### config.mk
export PLATFORM = sky130hd
export DESIGN_NAME = platform_rom_arbiter_flat
export DESIGN_NICKNAME = d
export VERILOG_FILES = /design/src/rtl/platform_rom_arbiter_pkg.sv /design/src/rtl/platform_rom_arbiter_if.sv /design/src/rtl/platform_rom_arbiter_arb.sv /design/src/rtl/platform_rom_arbiter.sv /design/src/flat_wrapper.sv
export SDC_FILE = /design/constraint.sdc
export NUM_CORES = 1
export LEC_CHECK = 0
export BUFFER_PORTS_ARGS = -buffer_cell sky130_fd_sc_hd__buf_4
export CELL_PAD_IN_SITES_DETAIL_PLACEMENT = 1
export CELL_PAD_IN_SITES_GLOBAL_PLACEMENT = 1
export CORE_MARGIN = 2
export CORE_UTILIZATION = 27
export CTS_BUF_LIST = sky130_fd_sc_hd__clkbuf_4
export CTS_CLUSTER_SIZE = 28
export DETAILED_ROUTE_END_ITERATION = 8
export GPL_TIMING_DRIVEN = 0
export MAX_ROUTING_LAYER = met4
export PLACE_DENSITY = 0.84
export SETUP_SLACK_MARGIN = 0.4
export SYNTH_ARGS = -nofsm -noshare
export SYNTH_HDL_FRONTEND = slang
export SYNTH_SLANG_ARGS = --single-unit
### constraint.sdc
create_clock -name clk -period 1.4 [get_ports clk]
set_input_delay 0.14 -clock clk [delete_from_list [all_inputs] [get_ports clk]]
set_output_delay 0.14 -clock clk [all_outputs]
set_load 0.03 [all_outputs]
### src/rtl/platform_rom_arbiter_pkg.sv
// Shared widths, owner encoding and read latency for the program ROM arbiter.
package platform_rom_pkg;
    localparam int ADDR_W = 10;
    localparam int DATA_W = 32;
    localparam int BE_W = DATA_W / 8;
    localparam int READ_LATENCY = 2;

    localparam logic OWN_M0 = 1'b0;
    localparam logic OWN_M1 = 1'b1;

    typedef logic [ADDR_W-1:0] addr_t;
    typedef logic [DATA_W-1:0] data_t;
    typedef logic [BE_W-1:0] be_t;
endpackage

### src/rtl/platform_rom_arbiter_if.sv
// Avalon-MM bundle between the two masters, the arbiter and the ROM port.
interface platform_rom_arbiter_if;
    import platform_rom_pkg::*;

    addr_t m0_address;
    logic  m0_read;
    logic  m0_waitrequest;
    data_t m0_readdata;
    logic  m0_readdatavalid;

    addr_t m1_address;
    logic  m1_read;
    logic  m1_write;
    be_t   m1_byteenable;
    data_t m1_writedata;
    logic  m1_debugaccess;
    logic  m1_waitrequest;
    data_t m1_readdata;
    logic  m1_readdatavalid;

    addr_t mem_address;
    be_t   mem_byteenable;
    logic  mem_chipselect;
    logic  mem_write;
    data_t mem_writedata;
    logic  mem_debugaccess;
    logic  mem_clken;
    data_t mem_readdata;

    modport slave (
        input  m0_address, m0_read,
        output m0_waitrequest, m0_readdata, m0_readdatavalid,
        input  m1_address, m1_read, m1_write, m1_byteenable,
        input  m1_writedata, m1_debugaccess,
        output m1_waitrequest, m1_readdata, m1_readdatavalid,
        output mem_address, mem_byteenable, mem_chipselect,
        output mem_write, mem_writedata, mem_debugaccess, mem_clken,
        input  mem_readdata
    );

    modport master (
        output m0_address, m0_read,
        input  m0_waitrequest, m0_readdata, m0_readdatavalid,
        output m1_address, m1_read, m1_write, m1_byteenable,
        output m1_writedata, m1_debugaccess,
        input  m1_waitrequest, m1_readdata, m1_readdatavalid,
        input  mem_address, mem_byteenable, mem_chipselect,
        input  mem_write, mem_writedata, mem_debugaccess, mem_clken,
        output mem_readdata
    );
endinterface

### src/rtl/platform_rom_arbiter_arb.sv
// Two-way grant: round-robin or fixed m1 priority, gated by reset and freeze.
module platform_rom_rr_arb2
    import platform_rom_pkg::*;
#(
    parameter int RR_ENABLE = 1
) (
    input  logic clk,
    input  logic reset_n,
    input  logic freeze_i,
    input  logic req0_i,
    input  logic req1_i,
    output logic gnt0_o,
    output logic gnt1_o
);
    logic last_q;
    logic last_d;
    logic en;
    logic m0_wins;

    always_comb begin
        en      = reset_n & ~freeze_i;
        // on contention m0 only wins under round-robin after an m1 grant
        m0_wins = (RR_ENABLE != 0) && (last_q == OWN_M1);
        gnt0_o  = en & req0_i & (~req1_i | m0_wins);
        gnt1_o  = en & req1_i & ~gnt0_o;
        last_d  = last_q;
        if (gnt0_o)
            last_d = OWN_M0;
        else if (gnt1_o)
            last_d = OWN_M1;
    end

    always_ff @(posedge clk) begin
        if (!reset_n)
            last_q <= OWN_M1;
        else
            last_q <= last_d;
    end
endmodule

### src/rtl/platform_rom_arbiter.sv
// Shares the single-port program ROM between the instruction and data/debug masters.
module platform_rom_arbiter
    import platform_rom_pkg::*;
#(
    parameter int DROP_CNT_W = 8,
    parameter int RR_ENABLE  = 1
) (
    input  logic                  clk,
    input  logic                  reset_n,
    input  logic                  freeze,
    platform_rom_arbiter_if.slave bus,
    output logic [DROP_CNT_W-1:0] drop_count,
    output logic                  busy
);
    logic req0;
    logic req1;
    logic gnt0;
    logic gnt1;
    logic drop;
    logic rd_acc;
    logic rd_own_d;

    logic                  rd_v_q;
    logic                  rd_own_q;
    logic                  rvalid0_q;
    logic                  rvalid1_q;
    data_t                 rdata0_q;
    data_t                 rdata1_q;
    addr_t                 addr_q;
    addr_t                 addr_d;
    logic [DROP_CNT_W-1:0] drop_q;
    logic [DROP_CNT_W-1:0] drop_d;

    assign req0 = bus.m0_read;
    assign req1 = bus.m1_read | bus.m1_write;

    platform_rom_rr_arb2 #(
        .RR_ENABLE(RR_ENABLE)
    ) u_arb (
        .clk     (clk),
        .reset_n (reset_n),
        .freeze_i(freeze),
        .req0_i  (req0),
        .req1_i  (req1),
        .gnt0_o  (gnt0),
        .gnt1_o  (gnt1)
    );

    always_comb begin
        bus.m0_waitrequest = req0 & ~gnt0;
        bus.m1_waitrequest = req1 & ~gnt1;
        bus.mem_chipselect = gnt0 | gnt1;
        bus.mem_clken      = 1'b1;
        bus.mem_address    = addr_q;
        bus.mem_byteenable = '1;
        bus.mem_writedata  = '0;
        if (gnt1) begin
            bus.mem_address    = bus.m1_address;
            bus.mem_byteenable = bus.m1_byteenable;
            bus.mem_writedata  = bus.m1_writedata;
        end else if (gnt0) begin
            bus.mem_address = bus.m0_address;
        end
        addr_d = bus.mem_address;
        bus.mem_write       = gnt1 & bus.m1_write & bus.m1_debugaccess;
        bus.mem_debugaccess = bus.mem_write;
        // non-debug writes are acknowledged but never reach the ROM
        drop     = gnt1 & bus.m1_write & ~bus.m1_debugaccess;
        drop_d   = (drop && (drop_q != '1)) ? drop_q + 1'b1 : drop_q;
        rd_acc   = gnt0 | (gnt1 & ~bus.m1_write);
        rd_own_d = gnt1 ? OWN_M1 : OWN_M0;
    end

    always_ff @(posedge clk) begin
        if (!reset_n) begin
            rd_v_q    <= 1'b0;
            rd_own_q  <= OWN_M0;
            rvalid0_q <= 1'b0;
            rvalid1_q <= 1'b0;
            rdata0_q  <= '0;
            rdata1_q  <= '0;
            addr_q    <= '0;
            drop_q    <= '0;
        end else begin
            rd_v_q    <= rd_acc;
            rd_own_q  <= rd_own_d;
            rvalid0_q <= rd_v_q & (rd_own_q == OWN_M0);
            rvalid1_q <= rd_v_q & (rd_own_q == OWN_M1);
            // ROM q is valid one cycle after the address, i.e. while rd_v_q is set
            if (rd_v_q && (rd_own_q == OWN_M0))
                rdata0_q <= bus.mem_readdata;
            if (rd_v_q && (rd_own_q == OWN_M1))
                rdata1_q <= bus.mem_readdata;
            addr_q <= addr_d;
            drop_q <= drop_d;
        end
    end

    assign bus.m0_readdata      = rdata0_q;
    assign bus.m0_readdatavalid = rvalid0_q;
    assign bus.m1_readdata      = rdata1_q;
    assign bus.m1_readdatavalid = rvalid1_q;
    assign drop_count           = drop_q;
    assign busy                 = rd_v_q | req0 | req1;
endmodule

### src/flat_wrapper.sv
// flat-port wrapper written by rule: the top's interface ports become plain ports
module platform_rom_arbiter_flat import platform_rom_pkg::*;
#(
    parameter int DROP_CNT_W = 8,
    parameter int RR_ENABLE  = 1
)
  (clk, reset_n, freeze, drop_count, busy, bus_m0_address, bus_m0_read, bus_m0_waitrequest, bus_m0_readdata, bus_m0_readdatavalid, bus_m1_address, bus_m1_read, bus_m1_write, bus_m1_byteenable, bus_m1_writedata, bus_m1_debugaccess, bus_m1_waitrequest, bus_m1_readdata, bus_m1_readdatavalid, bus_mem_address, bus_mem_byteenable, bus_mem_chipselect, bus_mem_write, bus_mem_writedata, bus_mem_debugaccess, bus_mem_clken, bus_mem_readdata);
  platform_rom_arbiter_if bus_i ();
  input  logic clk;
  input  logic reset_n;
  input  logic freeze;
  output logic [DROP_CNT_W-1:0] drop_count;
  output logic busy;
  input wire logic [$bits(bus_i.m0_address)-1:0] bus_m0_address;
  input wire logic [$bits(bus_i.m0_read)-1:0] bus_m0_read;
  output wire logic [$bits(bus_i.m0_waitrequest)-1:0] bus_m0_waitrequest;
  output wire logic [$bits(bus_i.m0_readdata)-1:0] bus_m0_readdata;
  output wire logic [$bits(bus_i.m0_readdatavalid)-1:0] bus_m0_readdatavalid;
  input wire logic [$bits(bus_i.m1_address)-1:0] bus_m1_address;
  input wire logic [$bits(bus_i.m1_read)-1:0] bus_m1_read;
  input wire logic [$bits(bus_i.m1_write)-1:0] bus_m1_write;
  input wire logic [$bits(bus_i.m1_byteenable)-1:0] bus_m1_byteenable;
  input wire logic [$bits(bus_i.m1_writedata)-1:0] bus_m1_writedata;
  input wire logic [$bits(bus_i.m1_debugaccess)-1:0] bus_m1_debugaccess;
  output wire logic [$bits(bus_i.m1_waitrequest)-1:0] bus_m1_waitrequest;
  output wire logic [$bits(bus_i.m1_readdata)-1:0] bus_m1_readdata;
  output wire logic [$bits(bus_i.m1_readdatavalid)-1:0] bus_m1_readdatavalid;
  output wire logic [$bits(bus_i.mem_address)-1:0] bus_mem_address;
  output wire logic [$bits(bus_i.mem_byteenable)-1:0] bus_mem_byteenable;
  output wire logic [$bits(bus_i.mem_chipselect)-1:0] bus_mem_chipselect;
  output wire logic [$bits(bus_i.mem_write)-1:0] bus_mem_write;
  output wire logic [$bits(bus_i.mem_writedata)-1:0] bus_mem_writedata;
  output wire logic [$bits(bus_i.mem_debugaccess)-1:0] bus_mem_debugaccess;
  output wire logic [$bits(bus_i.mem_clken)-1:0] bus_mem_clken;
  input wire logic [$bits(bus_i.mem_readdata)-1:0] bus_mem_readdata;
  assign bus_i.m0_address = bus_m0_address;
  assign bus_i.m0_read = bus_m0_read;
  assign bus_m0_waitrequest = bus_i.m0_waitrequest;
  assign bus_m0_readdata = bus_i.m0_readdata;
  assign bus_m0_readdatavalid = bus_i.m0_readdatavalid;
  assign bus_i.m1_address = bus_m1_address;
  assign bus_i.m1_read = bus_m1_read;
  assign bus_i.m1_write = bus_m1_write;
  assign bus_i.m1_byteenable = bus_m1_byteenable;
  assign bus_i.m1_writedata = bus_m1_writedata;
  assign bus_i.m1_debugaccess = bus_m1_debugaccess;
  assign bus_m1_waitrequest = bus_i.m1_waitrequest;
  assign bus_m1_readdata = bus_i.m1_readdata;
  assign bus_m1_readdatavalid = bus_i.m1_readdatavalid;
  assign bus_mem_address = bus_i.mem_address;
  assign bus_mem_byteenable = bus_i.mem_byteenable;
  assign bus_mem_chipselect = bus_i.mem_chipselect;
  assign bus_mem_write = bus_i.mem_write;
  assign bus_mem_writedata = bus_i.mem_writedata;
  assign bus_mem_debugaccess = bus_i.mem_debugaccess;
  assign bus_mem_clken = bus_i.mem_clken;
  assign bus_i.mem_readdata = bus_mem_readdata;
  platform_rom_arbiter #(.DROP_CNT_W(DROP_CNT_W), .RR_ENABLE(RR_ENABLE)) u_core (.clk(clk), .reset_n(reset_n), .freeze(freeze), .bus(bus_i), .drop_count(drop_count), .busy(busy));
endmodule
; Word-level counts from Yosys, hierarchy flattened
; Index checks and enable logic that the tools add are counted.
[totals]
out_inout_bits = 127
input_bits = 95
wordCells = 48
reg_bits = 87
[classes]
n_addsub = 1
bitwise_logic = 26
n_mux = 7
n_reduce_logical = 4
eq_ne = 1
[op_table]
columns = cell, n
row1 = 32-bit two-way mux, 1
row2 = 10-bit two-way mux, 2
row3 = 1-bit AND, 13
row4 = "8-bit by 1-bit adder with 8-bit output, second input constant", 1
row5 = "8-bit inequality test, second input constant", 1
row6 = 1-bit NOT, 7
row7 = 1-bit OR, 6
row8 = 4-bit two-way mux, 1
row9 = 1-bit logical AND, 3
row10 = 1-bit two-way mux, 3
row11 = 2-bit nonzero test, 1

; Logic depth before layout (Yosys ltp)
[depth]
word_depth = 9
depth_mapped = 7
ltp_nobuf = 4

; Cells and area by module
; From an unflattened synthesis, not the netlist that was laid out.
[hier_totals]
cells_unflattened = 454
area_unflattened_um2 = 3723.6
[by_module_without_submodules]
columns = module, seq_area_each_um2, area_per_inst_um2, n_inst, cells_each
row1 = platform_rom_arbiter, 1721.7, 3652.3, 1, 445
row2 = platform_rom_rr_arb2, 20.0, 71.3, 1, 9

; Least setup slack after synthesis
; No wires, ideal clock.
[synth_timing]
path_type = register to register
start = reg u_core.u_arb.last_q
end = reg u_core.addr_q[1]
setup_slack_ns = -0.294
t_arrival_ns = 1.633
t_required_ns = 1.338
path_buffers = 1
synth_period_minus_slack_ns = 1.694
path_stages_with_launch = 6
setup_time_ns = 0.062
cell_sequence = dfxtp_1 -> o21ba_2 -> or2_1 -> buf_2 -> a31oi_1 -> and2_1
[synth_via]
elab_chain_cells = 5
word_cells_on_any_way = 6
classes_between = mux: 2 / bitwise: 4
[synth_rtl]
columns = element, line_no
row1 = from (decl), platform_rom_arbiter_arb.sv:15  ; logic last_q;
row2 = from (signal assigned), platform_rom_arbiter_arb.sv:37  ; last_q <= last_d;
row3 = 1-bit OR (*), platform_rom_arbiter_arb.sv:24  ; gnt0_o = en & req0_i & (~req1_i | m0_wins);
row4 = 1-bit AND (*), platform_rom_arbiter_arb.sv:24
row5 = 1-bit NOT, platform_rom_arbiter_arb.sv:25  ; gnt1_o = en & req1_i & ~gnt0_o;
row6 = 1-bit AND, platform_rom_arbiter_arb.sv:25
row7 = 10-bit two-way mux (*), platform_rom_arbiter.sv:57  ; if (gnt1) begin
row8 = net bus_mem_address[1], flat_wrapper.sv:28  ; output wire logic [$bits(bus_i.mem_address)-1:0] bus_mem_address;
row9 = to (signal assigned), platform_rom_arbiter.sv:94  ; addr_q <= addr_d;
row10 = to (decl), platform_rom_arbiter.sv:29  ; addr_t addr_q;
; Mark *: on every way through the listed nets, which the timed path passes. The rest lies on a longest branch.
; A chain may end at the register's enable or synchronous reset.

; Final worst setup path
[layout_timing]
start = in bus_m1_write
end = out bus_mem_address[3]
[layout_via]
elab_chain_cells = 7
word_cells_on_any_way = 9
classes_between = mux: 2 / bitwise: 7
[layout_rtl]
columns = element, line_no
row1 = from (decl), flat_wrapper.sv:21  ; input wire logic [$bits(bus_i.m1_write)-1:0] bus_m1_write;
row2 = 1-bit OR (*), platform_rom_arbiter.sv:35  ; assign req1 = bus.m1_read | bus.m1_write;
row3 = 1-bit NOT, platform_rom_arbiter_arb.sv:24
row4 = 1-bit OR, platform_rom_arbiter_arb.sv:24
row5 = 1-bit AND, platform_rom_arbiter_arb.sv:24
row6 = 1-bit NOT, platform_rom_arbiter_arb.sv:25
row7 = 1-bit AND, platform_rom_arbiter_arb.sv:25
row8 = 10-bit two-way mux (*), platform_rom_arbiter.sv:57
row9 = to (decl), flat_wrapper.sv:28
; Mark *: on every way between the ends. The rest lies on a longest branch, timed or not.

==> results.md <==
* Power Density at 714 nW/µm²
* WL met2 at 14400 µm
* Die height at 120 µm
* Final worst path period need at 2030 ps
* Startpoint Class: input port
* Routability cong. at 0.884
* Clock Latency Late Sink at 480 ps
* Core footprint at 13100 µm²
* Register bit total from synthesis at 87
* CTS Buffer Depth at 2
* Period utilisation layout at 1.45
* Wirelength per Cell at 26.1 µm
* Hold slack at 119 ps
* Status: finished, violations left
* H-tree levels at 3
* CTS tree: built
* Post-synth top cells: nand2_1 (136), dfxtp_1 (87), a21oi_1 (68), and2_1 (45), clkbuf_1 (26)
* Slew at the pin closest to its max-slew limit at 922 ps
* Routed Antenna Nets at 0
* Post-synth EDFFs at 0
* Worst VDD drop at 408 µV
* Syn. warnings at 0
* Synth top area cells: dfxtp_1 (48%), nand2_1 (14%), a21oi_1 (9.4%)
* Metal3 WL at 1490 µm
* Vias in the first global route at 5232
* Met1 WL at 8950 µm
* # fillers at 1343
* Row count at 42
* Post-synthesis sequential area ratio at 0.482
* Yosys top cell area share at 0.482
* HPWL after DPL at 11500 µm
* Initial antenna violation count at 2
* Die W at 120 µm
* Worst Skew at 22.9 ps
* DR vias at 5161
* Most used flip-flop cell after synthesis: dfxtp_1
* Layout cell share with drive strength beyond 1 at 0.779
* Post-synthesis cell count at 466
* Die area at 14300 µm²
* Cell accounting for the most synthesized area: dfxtp_1
* Port Buffer Count at 219
* Lkg Pwr at 4.01 nW
* Root buffer cell: clkbuf_4
* Crit Path Max Fanout at 10
* Fmax at 492 MHz
* Synthesized Nets at 562
* Post-route DRC at 0
* GRT Util Overall at 0.275
* Post-synth ARST share at 0
* Post-synthesis instance area at 3610 µm²
* Worst-path clk slew at 140 ps
* Final Cell Area at 8950 µm²
* Max Cap Violations at 0
* Area of placed instances at 5900 µm²
* First DRT Iteration DRCs at 215
* Max Used Layer: met4
* Critical Path, Cell by Cell: buf_4, nor2_1, clkbuf_1, o21ai_0, a31oi_4, buf_6
* Failing checks: negative setup slack
* CTS buffer count at 9
* Slew Viols, Final at 0
* Average size of a mapped cell at 7.75 µm²
* Worst setup EP type: primary output
* Relative slew margins at 0.385
* Total number of clock tree sinks at 87
* Vias per cell at 5.23
* Congestion Overflow GR at 0
* Global-route wire length before repair at 29500 µm
* WP data arrival at 1890 ps
* Setup CP Type: input port to primary output
* # nets final at 900
* Initial Util at 0.275
* WP data required at 1260 ps
* Final count of hold timing violations at 0
* CP peak stage delay at 490 ps
* Largest net degree at the start of global routing at 15
* Final WS setup at -634 ps
* Worst hold path class: input port to flip-flop
* RSZ-0062 raised after global routing: true
* Crit-path slowest cell: clkbuf_1
* Area grow syn2layout at 148%
* Wirelength, routed at 25700 µm
* DRT Pass-1 Iters at 5
* Distinct cells, synth at 39
* Final setup fails at 66
* Count leader, synth: nand2_1
* Top Ports at 222
kinds of logic (layout without fill, tap and decap cells):
family | count (synthesis) | count (layout) | share of synthesized area
adder cells (fa/ha/maj) | 1 | 1 | 0.00346
AO/OA/AOI/OAI | 100 | 100 | 0.149
multiplexers | 2 | 2 | 0.00554
AND/OR/NAND/NOR | 233 | 233 | 0.308
flip-flops | 87 | 87 | 0.482
other | 1 | 3 | 0.00104
buffers and inverters | 42 | 385 | 0.0499
metal layers:
| layer | up-vias | GRT usage |
|---|---|---|
| met5 | - | - |
| met4 | 0 | 0.0691 |
| met3 | 68 | 0.0585 |
| met2 | 268 | 0.523 |
| met1 | 2593 | 0.288 |
| li1 | 2232 | - |
power breakdown:
part           internal, W  total [W]  switching (W)
logic             0.000962    0.00202        0.00106
registers          0.00256    0.00263      0.0000690
clock network     0.000742    0.00175        0.00101
final cells by class:
type | instances | area, µm² | area share
timing repair buffer | 327 | 3300 | 0.368
clock inverter | 6 | 82.6 | 0.00923
antenna | 2 | 5.00 | 0.000559
inverter | 3 | 11.3 | 0.00126
clock buffer | 10 | 75.1 | 0.00839
sequential | 87 | 1860 | 0.208
tap | 176 | 220 | 0.0246
buffer | 39 | 484 | 0.0541
multi-input combinational | 337 | 2920 | 0.326
state kept, by name, summed over array words and instances, names as in the netlist:
name / cells
u_core.bus.m1_readdatavalid: 1
u_core.drop_count: 8
u_core.bus.m1_readdata: 32
u_core.rd_own_q: 1
u_core.bus.m0_readdatavalid: 1
u_core.u_arb.last_q: 1
u_core.addr_q: 10
u_core.rd_v_q: 1
u_core.bus.m0_readdata: 32
final timing paths:
kind	from	end	slack, ps	cells past startpoint
worst max-delay path	bus_m1_write	bus_mem_address[3]	-630	6
worst min-delay path	reset_n	u_core.drop_count[7]	120	3
worst max register to register	u_core.u_arb.last_q	u_core.drop_count[7]	-240	8
worst min register to register	u_core.bus.m0_readdata[10]	u_core.bus.m0_readdata[10]	490	2
worst max-delay path, delay by kind of cell:
| family | cells | cell delay [ps] |
|---|---|---|
| compound gates | 2 | 680 |
| buf+inv | 3 | 800 |
| simple gates | 1 | 260 |
cell usage in the layout (no fill, tap or decap), types with 10 or more instances in the layout:
master / instances
dlygate4sd3_1: 35
dfxtp_1: 10
nand2_1: 68
buf_4: 135
buf_8: 11
clkbuf_16: 13
o21ai_0: 13
nand2_4: 64
nand3_1: 11
a31oi_4: 10
a21oi_2: 66
clkbuf_4: 13
dfxtp_2: 68
buf_6: 147
and2_4: 36
metrics by stage:
stage / instances / util / power [W] / setup TNS, ps / setup WS [ps]
global route: 987 / 0.681 / 0.00655 / -28080 / -623
global placement: 861 / 0.449 / 0.00384 / -6920 / -224
finish: 987 / 0.681 / 0.00639 / -25740 / -634
CTS: 947 / 0.577 / 0.00584 / -20100 / -460
floorplan: 466 / - / 0.00331 / 0 / 4.07
detailed placement: 861 / 0.449 / 0.00387 / -9180 / -322
what timing repair did:
action / in CTS / in global routing
setup endpoints to repair: 209 / 213
endpoints found under the hold margin: 71 / 0
pin swaps: 18 / 65
gates cloned: 6 / 8
setup buffers: 29 / 30
hold buffers: 35 / 0
resized for setup: 241 / 277
Note: power is estimated with default switching activity, not from simulation.
